## config.mk

```make
export PLATFORM = sky130hd
export DESIGN_NAME = calc_sequencer_flat
export DESIGN_NICKNAME = d
export VERILOG_FILES = /design/src/rtl/calc_sequencer_if.sv /design/src/rtl/calc_sequencer.sv /design/src/flat_wrapper.sv
export SDC_FILE = /design/constraint.sdc
export NUM_CORES = 1
export LEC_CHECK = 0
export CAP_MARGIN = 15
export CORE_MARGIN = 4
export CORE_UTILIZATION = 50
export CTS_CLUSTER_SIZE = 12
export DETAILED_ROUTE_END_ITERATION = 8
export GPL_ROUTABILITY_DRIVEN = 0
export PLACE_DENSITY = 0.92
export SLEW_MARGIN = 0
export SYNTH_ARGS = -nofsm -noshare
export SYNTH_HDL_FRONTEND = slang
export SYNTH_SLANG_ARGS = --single-unit
```

## constraint.sdc

```tcl
create_clock -name CLK100MHZ -period 4 [get_ports CLK100MHZ]
set_input_delay 0.8 -clock CLK100MHZ [delete_from_list [all_inputs] [get_ports CLK100MHZ]]
set_output_delay 0.8 -clock CLK100MHZ [all_outputs]
set_load 0.01 [all_outputs]
```

## src/rtl/calc_sequencer_if.sv

```systemverilog
// ALU request/response bundle between the calculator sequencer and its ALU.
interface calc_sequencer_if #(
   parameter int unsigned OP_W  = 11,
   parameter int unsigned RES_W = 32
);
   logic             alu_valid;
   logic             alu_ready;
   logic             alu_done;
   logic [RES_W-1:0] alu_result;
   logic [9:0]       operand_a;
   logic [9:0]       operand_b;
   logic [OP_W-1:0]  alu_op;

   modport master (
      output alu_valid, operand_a, operand_b, alu_op,
      input  alu_ready, alu_done, alu_result
   );

   modport slave (
      input  alu_valid, operand_a, operand_b, alu_op,
      output alu_ready, alu_done, alu_result
   );
endinterface

```

## src/rtl/calc_sequencer.sv

```systemverilog
// Button-driven BCD operand entry, one-hot op select, ALU handshake and paged result display.
// Optional macro CALC_SEQ_TIMEOUT_EN adds a WAIT timeout that lands in the ERR state.
module calc_sequencer #(
   parameter  int unsigned OP_W    = 11,
   parameter  int unsigned RES_W   = 32,
   parameter  int unsigned PAGES   = 4,
   parameter  int unsigned TIMEOUT = 1024,
   localparam int unsigned PG_W    = (PAGES > 1) ? $clog2(PAGES) : 1
) (
   input  logic              CLK100MHZ,
   input  logic              rst_n,
   input  logic              btn_up_p,
   input  logic              btn_down_p,
   input  logic              btn_left_p,
   input  logic              btn_center_p,
   input  logic [OP_W-1:0]   op_sel,
   calc_sequencer_if.master  alu,
   output logic [3:0]        entry_digit,
   output logic [RES_W-1:0]  result,
   output logic [PG_W-1:0]   page,
   output logic [2:0]        state,
   output logic [1:0]        LED
);

   typedef enum logic [2:0] {
      ST_ENTRY_A = 3'd0,
      ST_ENTRY_B = 3'd1,
      ST_OP_SEL  = 3'd2,
      ST_ISSUE   = 3'd3,
      ST_WAIT    = 3'd4,
      ST_SHOW    = 3'd5,
      ST_ERR     = 3'd6
   } state_t;

   state_t            r_state, w_state_nxt;
   logic [11:0]       r_bcd_a, r_bcd_b, w_bcd_a_nxt, w_bcd_b_nxt;
   logic [3:0]        r_digit, w_digit_nxt;
   logic [OP_W-1:0]   r_op, w_op_nxt;
   logic [RES_W-1:0]  r_result, w_result_nxt;
   logic [PG_W-1:0]   r_page, w_page_nxt;
   logic              r_valid;
   logic [1:0]        r_led;
   logic              w_onehot;
   logic              w_tmo_hit;

   function automatic logic [9:0] bcd2bin(input logic [11:0] b);
      return 10'(b[11:8]) * 10'd100 + 10'(b[7:4]) * 10'd10 + 10'(b[3:0]);
   endfunction

   assign w_onehot = (op_sel != '0) && ((op_sel & (op_sel - OP_W'(1))) == '0);

`ifdef CALC_SEQ_TIMEOUT_EN
   localparam int unsigned TMO_W = (TIMEOUT > 1) ? $clog2(TIMEOUT) : 1;
   logic [TMO_W-1:0] r_tmo_cnt;

   // Counts cycles spent in WAIT; cleared everywhere else
   always_ff @(posedge CLK100MHZ or negedge rst_n) begin
      if (!rst_n)                 r_tmo_cnt <= '0;
      else if (r_state == ST_WAIT) r_tmo_cnt <= r_tmo_cnt + TMO_W'(1);
      else                        r_tmo_cnt <= '0;
   end

   assign w_tmo_hit = (r_tmo_cnt == TMO_W'(TIMEOUT - 1));
`else
   assign w_tmo_hit = 1'b0;
`endif

   always_ff @(posedge CLK100MHZ or negedge rst_n) begin
      if (!rst_n) r_state <= ST_ENTRY_A;
      else        r_state <= w_state_nxt;
   end

   // Next state and next datapath values; priority center > left > up > down
   always_comb begin
      w_state_nxt  = r_state;
      w_bcd_a_nxt  = r_bcd_a;
      w_bcd_b_nxt  = r_bcd_b;
      w_digit_nxt  = r_digit;
      w_op_nxt     = r_op;
      w_result_nxt = r_result;
      w_page_nxt   = r_page;
      unique case (r_state)
         ST_ENTRY_A, ST_ENTRY_B: begin
            if (btn_center_p) begin
               w_digit_nxt = '0;
               w_state_nxt = (r_state == ST_ENTRY_A) ? ST_ENTRY_B : ST_OP_SEL;
            end else if (btn_left_p) begin
               if (r_state == ST_ENTRY_A) w_bcd_a_nxt = {r_bcd_a[7:0], r_digit};
               else                       w_bcd_b_nxt = {r_bcd_b[7:0], r_digit};
               w_digit_nxt = '0;
            end else if (btn_up_p) begin
               w_digit_nxt = (r_digit == 4'd9) ? 4'd0 : r_digit + 4'd1;
            end else if (btn_down_p) begin
               w_digit_nxt = (r_digit == 4'd0) ? 4'd9 : r_digit - 4'd1;
            end
         end
         ST_OP_SEL: begin
            if (btn_center_p && w_onehot) begin
               w_op_nxt    = op_sel;
               w_state_nxt = ST_ISSUE;
            end
         end
         ST_ISSUE: begin
            if (alu.alu_ready) w_state_nxt = ST_WAIT;
         end
         ST_WAIT: begin
            if (alu.alu_done) begin
               w_result_nxt = alu.alu_result;
               w_page_nxt   = '0;
               w_state_nxt  = ST_SHOW;
            end else if (w_tmo_hit) begin
               w_state_nxt = ST_ERR;
            end
         end
         ST_SHOW: begin
            if (btn_center_p) begin
               w_bcd_a_nxt = '0;
               w_bcd_b_nxt = '0;
               w_digit_nxt = '0;
               w_op_nxt    = '0;
               w_state_nxt = ST_ENTRY_A;
            end else if (!btn_left_p) begin
               if (btn_up_p)
                  w_page_nxt = (r_page == PG_W'(PAGES - 1)) ? '0 : r_page + PG_W'(1);
               else if (btn_down_p)
                  w_page_nxt = (r_page == '0) ? PG_W'(PAGES - 1) : r_page - PG_W'(1);
            end
         end
         ST_ERR: begin
            if (btn_center_p) begin
               w_bcd_a_nxt = '0;
               w_bcd_b_nxt = '0;
               w_digit_nxt = '0;
               w_op_nxt    = '0;
               w_state_nxt = ST_ENTRY_A;
            end
         end
         default: w_state_nxt = ST_ENTRY_A;
      endcase
   end

   // Datapath and status registers; valid/LED follow the next state so they align with it
   always_ff @(posedge CLK100MHZ or negedge rst_n) begin
      if (!rst_n) begin
         r_bcd_a  <= '0;
         r_bcd_b  <= '0;
         r_digit  <= '0;
         r_op     <= '0;
         r_result <= '0;
         r_page   <= '0;
         r_valid  <= 1'b0;
         r_led    <= '0;
      end else begin
         r_bcd_a  <= w_bcd_a_nxt;
         r_bcd_b  <= w_bcd_b_nxt;
         r_digit  <= w_digit_nxt;
         r_op     <= w_op_nxt;
         r_result <= w_result_nxt;
         r_page   <= w_page_nxt;
         r_valid  <= (w_state_nxt == ST_ISSUE);
         r_led[0] <= (w_state_nxt == ST_ISSUE) || (w_state_nxt == ST_WAIT);
         r_led[1] <= (w_state_nxt == ST_ERR);
      end
   end

   assign alu.alu_valid = r_valid;
   assign alu.operand_a = bcd2bin(r_bcd_a);
   assign alu.operand_b = bcd2bin(r_bcd_b);
   assign alu.alu_op    = r_op;
   assign entry_digit   = r_digit;
   assign result        = r_result;
   assign page          = r_page;
   assign state         = r_state;
   assign LED           = r_led;

endmodule

```

## src/flat_wrapper.sv

```systemverilog
// flat-port wrapper written by rule: the top's interface ports become plain ports
module calc_sequencer_flat 
#(
   parameter  int unsigned OP_W    = 11,
   parameter  int unsigned RES_W   = 32,
   parameter  int unsigned PAGES   = 4,
   parameter  int unsigned TIMEOUT = 1024,
   localparam int unsigned PG_W    = (PAGES > 1) ? $clog2(PAGES) : 1
)
  (CLK100MHZ, rst_n, btn_up_p, btn_down_p, btn_left_p, btn_center_p, op_sel, entry_digit, result, page, state, LED, alu_alu_valid, alu_operand_a, alu_operand_b, alu_alu_op, alu_alu_ready, alu_alu_done, alu_alu_result);
  calc_sequencer_if #(.OP_W(OP_W), .RES_W(RES_W)) alu_i ();
  input  logic CLK100MHZ;
  input  logic rst_n;
  input  logic btn_up_p;
  input  logic btn_down_p;
  input  logic btn_left_p;
  input  logic btn_center_p;
  input  logic [OP_W-1:0] op_sel;
  output logic [3:0] entry_digit;
  output logic [RES_W-1:0] result;
  output logic [PG_W-1:0] page;
  output logic [2:0] state;
  output logic [1:0] LED;
  output wire logic [$bits(alu_i.alu_valid)-1:0] alu_alu_valid;
  output wire logic [$bits(alu_i.operand_a)-1:0] alu_operand_a;
  output wire logic [$bits(alu_i.operand_b)-1:0] alu_operand_b;
  output wire logic [$bits(alu_i.alu_op)-1:0] alu_alu_op;
  input wire logic [$bits(alu_i.alu_ready)-1:0] alu_alu_ready;
  input wire logic [$bits(alu_i.alu_done)-1:0] alu_alu_done;
  input wire logic [$bits(alu_i.alu_result)-1:0] alu_alu_result;
  assign alu_alu_valid = alu_i.alu_valid;
  assign alu_operand_a = alu_i.operand_a;
  assign alu_operand_b = alu_i.operand_b;
  assign alu_alu_op = alu_i.alu_op;
  assign alu_i.alu_ready = alu_alu_ready;
  assign alu_i.alu_done = alu_alu_done;
  assign alu_i.alu_result = alu_alu_result;
  calc_sequencer #(.OP_W(OP_W), .RES_W(RES_W), .PAGES(PAGES), .TIMEOUT(TIMEOUT)) u_core (.CLK100MHZ(CLK100MHZ), .rst_n(rst_n), .btn_up_p(btn_up_p), .btn_down_p(btn_down_p), .btn_left_p(btn_left_p), .btn_center_p(btn_center_p), .op_sel(op_sel), .alu(alu_i), .entry_digit(entry_digit), .result(result), .page(page), .state(state), .LED(LED));
endmodule
```

# Yosys cells after proc, flatten, opt, wreduce, memory -nomap -nowiden

Cells that the tools add are included.

Register bits: 79
Input bits: 51
Output and inout bits: 75
Word-level logic and storage cells: 99

Add/subtract/negate cells: 9
$mul: 4
Equal/unequal tests: 22
Mux-type cells: 35
Bitwise logic cells: 1
Reductions and logical operators: 19

Operator list:

| kind                                                                   | count |
|---|---|
| 12-bit 2-to-1 mux                                                      | 7 |
| 12-bit one-hot mux with 2 select lines                                 | 2 |
| 4-bit 2-to-1 mux                                                       | 7 |
| 11-bit 2-to-1 mux                                                      | 2 |
| 11-bit one-hot mux with 2 select lines                                 | 1 |
| 10-bit by 4-bit adder with 10-bit output                               | 2 |
| 10-bit by 8-bit adder with 10-bit output                               | 2 |
| 4-bit by 5-bit multiplier with 8-bit output (second input constant)    | 2 |
| 2-bit 2-to-1 mux                                                       | 8 |
| 3-bit equality test (second input constant)                            | 5 |
| 3-bit 2-to-1 mux                                                       | 5 |
| 3-bit one-hot mux with 5 select lines                                  | 1 |
| 5-bit AND reduction                                                    | 3 |
| 4-bit by 3-bit multiplier with 7-bit output (second input constant)    | 2 |
| 2-bit != test (second input constant)                                  | 6 |
| 11-bit bitwise AND                                                     | 1 |
| 11-bit zero test                                                       | 1 |
| 11-bit nonzero test                                                    | 1 |
| 11-bit by 1-bit subtractor with 11-bit output (second input constant)  | 1 |
| 3-bit by 2-bit equality test with 1-bit output (second input constant) | 3 |
| 4-bit one-hot mux with 2 select lines                                  | 1 |
| 2-bit by 1-bit != test with 1-bit output (second input constant)       | 3 |
| 3-bit AND reduction                                                    | 2 |
| 2-bit nonzero test                                                     | 3 |
| 17 further kinds                                                       | 19 |

# Depth between registers and ports, before layout

Depth after elaboration: 9
Gate-level depth with buffers: 11
Depth with buffers taken out: 11

# Worst setup path before layout

No wires, ideal clock.

Kind: reg2out
Start: register u_core.r_bcd_b[5]
End: output alu_operand_b[9]
Data arrival time: 2.754 ns
Data required time: 3.200 ns
Path slack: 0.446 ns
Stages on the path, launching flop included: 11
Path buffers: 0
Path through: dfrtp_1 ha_1 ha_1 fa_1 xor2_1 ha_1 ha_1 o21a_1 o31a_1 o41ai_1 xnor2_1

Word-level cells in the longest chain between the ends: 3

RTL lines:

| what                                        | line                  | RTL |
|---|---|---|
| start: declaration                          | calc_sequencer.sv:36  | `logic [11:0] r_bcd_a, r_bcd_b, w_bcd_a_nxt, w_bcd_b_nxt;` |
| start signal: assignment                    | calc_sequencer.sv:155 | `r_bcd_b <= w_bcd_b_nxt;` |
| 4-bit by 3-bit multiplier with 7-bit output | calc_sequencer.sv:47  | `return 10'(b[11:8]) * 10'd100 + 10'(b[7:4]) * 10'd10 + 10'(b[3:0]);` |
| 10-bit by 8-bit adder with 10-bit output    | calc_sequencer.sv:47  |  |
| 10-bit by 4-bit adder with 10-bit output    | calc_sequencer.sv:47  |  |
| end: declaration                            | flat_wrapper.sv:26    | `output wire logic [$bits(alu_i.operand_b)-1:0] alu_operand_b;` |

No other way between the ends.

# Worst setup path after layout

Start: register u_core.r_bcd_b[7]
End: output alu_operand_b[9]

Same word-level chain as after synthesis.

==> insert_results.sql <==
INSERT INTO impl_metrics (metric_group, metric, value, unit) VALUES
('run_status', 'outcome', 'finished, final reports clean', ''),
('worst_setup_path', 'worst-endpoint-required', '3200', 'ps'),
('clock_network', 'tritoncts_num_sinks', '79', ''),
('global_route', 'grt_usage', '21.04', '%'),
('placed_design', 'pre_cts_ws', '-147.6', 'ps'),
('hold_path', 'worst_hold_path_type', 'reg -> reg', ''),
('route', 'initialDrtViolationCount', '268', ''),
('clock_network', 'clk_path_buf_depth', '2', ''),
('cells_and_area', 'final_design_area_excluding_fillers', '6840', 'um^2'),
('synth', 'syn_area', '4955', 'um^2'),
('route', 'drcViolationCount', '0', ''),
('floorplanning', 'die_area', '11570', 'um^2'),
('worst_setup_path', 'worst_path_largest_cell_delay', '590', 'ps'),
('floorplanning', 'floorplan.die.height', '107.5', 'um'),
('global_route', 'grt_pass1_vias', '4279', ''),
('cells_and_area', 'layout.cells.most_common', 'clkdlybuf4s50_1', ''),
('clock_network', 'path_clk_slew', '80', 'ps'),
('floorplanning', 'core', '9729', 'um^2'),
('sta', 'period_share', '99.26', '%'),
('floorplanning', 'floorplan.initialDensity', '50.93', '%'),
('placed_design', 'io_buffers', '125', ''),
('sta', 'report.final.setup_viol', '0', ''),
('synth', 'synthesis.yosys.warnings', '0', ''),
('floorplanning', 'rows', '36', ''),
('worst_setup_path', 'peak_fanout_along_the_critical_path', '3', ''),
('sta', 'maxSlewViolCount', '0', ''),
('synth', 'netlist.area_leader.share', '39.90', '%'),
('sta', 'tns', '0', 'ps'),
('hold_path', 'hold_path_startpoint', 'u_core.r_bcd_a[3]$_DFFE_PN0P_', ''),
('global_route', 'initial_antenna_violation_count', '0', ''),
('sta', 'setup_repair_after_global_routing_missed_its_margin', 'yes', ''),
('synth', 'cell_count_after_synthesis', '492', ''),
('power_and_ir_drop', 'static-leakage-power', '0.003076', 'uW'),
('synth', 'synth-main-ff-cell', 'dfrtp_1', ''),
('cells_and_area', 'fill_cells', '700', ''),
('cells_and_area', 'areaGrowthSynthToFinish', '38.06', '%'),
('clock_network', 'cts.htree.levels', '3', ''),
('route', 'drt-vias-per-instance', '5.251', ''),
('sta', 'relSlewSlack', '34.17', '%'),
('clock_network', 'clock_tree.root_cell', 'clkbuf_8', ''),
('route', 'drtPass1Iterations', '4', ''),
('clock_network', 'cts_hold_buffers', '0', ''),
('worst_setup_path', 'origin_of_the_worst_setup_path', 'u_core.r_bcd_b[7]$_DFFE_PN0P_', ''),
('cells_and_area', 'drive_above_1_share', '16.61', '%'),
('worst_setup_path', 'worstPathCellList', 'ha_4, ha_4, fa_2, ha_4, ha_4, o21a_1, o31a_1, o41ai_2, xnor2_1, buf_2', ''),
('route', 'ant_nets', '0', ''),
('worst_setup_path', 'timing.critical_path.mode_cell', 'ha_4', ''),
('route', 'drt_total_wl', '12050', 'um'),
('cells_and_area', 'utilization_after_layout', '70.31', '%'),
('worst_setup_path', 'worstSetupPathType', 'reg -> out', ''),
('synth', 'synth_cell_type_count', '56', ''),
('floorplanning', 'die_width', '107.5', 'um'),
('synth', 'post_synth.cell_area_avg', '10.07', 'um^2'),
('clock_network', 'cts_buffers', '9', ''),
('synth', 'synth_sequential_area_ratio', '39.90', '%'),
('placed_design', 'dp.final_hpwl', '8687', 'um'),
('cells_and_area', 'final_net_count', '739', ''),
('route', 'route.detailed.wl_per_inst', '15.75', 'um'),
('cells_and_area', 'num_antenna_cells', '0', ''),
('global_route', 'global_route.overflow_total', '0', ''),
('power_and_ir_drop', 'power-per-cell-area', '737.7', 'nW/um^2'),
('worst_setup_path', 'r2r-start', 'u_core.state[0]$_DFF_PN0_', ''),
('clock_network', 'worst_skew_pair.late_latency', '350', 'ps'),
('worst_setup_path', 'worst_setup_path_end_kind', 'output port', ''),
('floorplanning', 'top_level_ports', '126', ''),
('worst_setup_path', 'critical-path-slowest-cell', 'fa_2', ''),
('placed_design', 'dpl_cell_area', '6381', 'um^2'),
('cells_and_area', 'most-common-layout-cells', '116 x clkdlybuf4s50_1, 77 x dfrtp_1, 58 x inv_1, 43 x nand2_1, 38 x ha_1', ''),
('synth', 'async_reset_ff_share', '100.0', '%'),
('sta', 'timing.hold.ws', '493.7', 'ps'),
('worst_setup_path', 'cp_data_arrival_time', '3170', 'ps');
-- final timing paths --
| path | slack (ps) | to | cells after the start |
|---|---|---|---|
| max | 30 | alu_operand_b[9] | 10 |
| min reg2reg | 490 | u_core.r_bcd_a[3]$_DFFE_PN0P_ | 2 |
| max reg2reg | 1640 | u_core.alu.alu_op[2]$_DFFE_PN0P_ | 6 |
| max in group asynchronous | 2690 | u_core.r_bcd_b[8]$_DFFE_PN0P_ | 1 |
| min | 490 | u_core.r_bcd_a[3]$_DFFE_PN0P_ | 2 |
| min in group asynchronous | 610 | u_core.result[31]$_DFFE_PN0P_ | 1 |
-- what timing repair did --
action,4_1_cts,5_1_grt
endpoints found under the setup margin,10,7
resized for setup,31,23
pin swaps,6,13
buffers inserted,3,3
cloned,0,0
-- cell type report --
type | count | area [um^2] | area share (%)
clock inverter | 5 | 106.4 | 1.555
timing repair buffer | 146 | 1384 | 20.23
multi-input combinational | 332 | 2851 | 41.69
tap | 133 | 166.4 | 2.433
sequential | 79 | 1979 | 28.94
inverter | 59 | 221.5 | 3.238
clock buffer | 11 | 131.4 | 1.921
-- Yosys cell counts, types with 3 or more instances --
| library cell | count |
|---|---|
| a211o_1 | 4 |
| a21oi_1 | 14 |
| buf_2 | 3 |
| clkbuf_1 | 16 |
| dfrtp_1 | 79 |
| fa_1 | 10 |
| ha_1 | 51 |
| inv_1 | 59 |
| mux2_2 | 32 |
| mux2i_1 | 13 |
| nand2_1 | 43 |
| nand3_1 | 16 |
| nand3b_1 | 3 |
| nor2_1 | 26 |
| nor2b_1 | 9 |
| nor3_1 | 5 |
| o211ai_1 | 3 |
| o21ai_0 | 34 |
| o21ai_1 | 3 |
| o22ai_1 | 3 |
| o31ai_1 | 6 |
| xnor2_1 | 14 |
| xor2_1 | 5 |
-- state kept, by name, summed over array words and instances, names as in the netlist --
signal,flops
u_core.r_bcd_b,12
u_core.page,2
u_core.alu.alu_op,11
u_core.r_bcd_a,12
u_core.entry_digit,4
u_core.alu.alu_valid,1
u_core.state,3
u_core.LED,2
u_core.result,32
-- where the power goes --
group | leakage, uW | internal [uW] | switching, uW | total [uW]
Combinational | 0.00194 | 1630 | 1360 | 2990
Sequential | 0.00103 | 1090 | 269 | 1360
Clock | 0.000114 | 416 | 285 | 702
Total | 0.00308 | 3140 | 1910 | 5050
-- per-stage QoR --
stage | instances | power, uW
finish | 765 | 5046
global route | 765 | 5438
CTS | 762 | 4936
detailed placement | 743 | 4161
global placement | 743 | 4016
floorplan | 492 | 2827
-- metal layers --
| layer | wire length, um | global-route usage (%) | share of wire, % |
|---|---|---|---|
| met5 | 0 | 0 | 0 |
| met4 | 183 | 6.673 | 1.5 |
| met3 | 506 | 4.679 | 4.2 |
| met2 | 6615 | 38.41 | 55 |
| met1 | 4740 | 24.36 | 39 |
-- logic make-up after synthesis --
| group | share of synthesized area, % |
|---|---|
| XOR/XNOR | 3.359 |
| buffers and inverters | 6.515 |
| flip-flops | 39.90 |
| AND/OR/NAND/NOR | 11.46 |
| multiplexers | 9.899 |
| AO/OA/AOI/OAI | 11.52 |
| adder cells (fa/ha/maj) | 17.35 |
-- worst max-delay path, delay by kind of cell, from the launching register on --
| kind | cells | cell delay (ps) |
|---|---|---|
| adders and majority gates | 5 | 1440 |
| AOI/OAI and AO/OA | 3 | 670 |
| DFF | 1 | 420 |
| xor gates and xnor gates | 1 | 150 |
| buffers and inverters | 1 | 140 |
(Power assumes the default switching activity.)
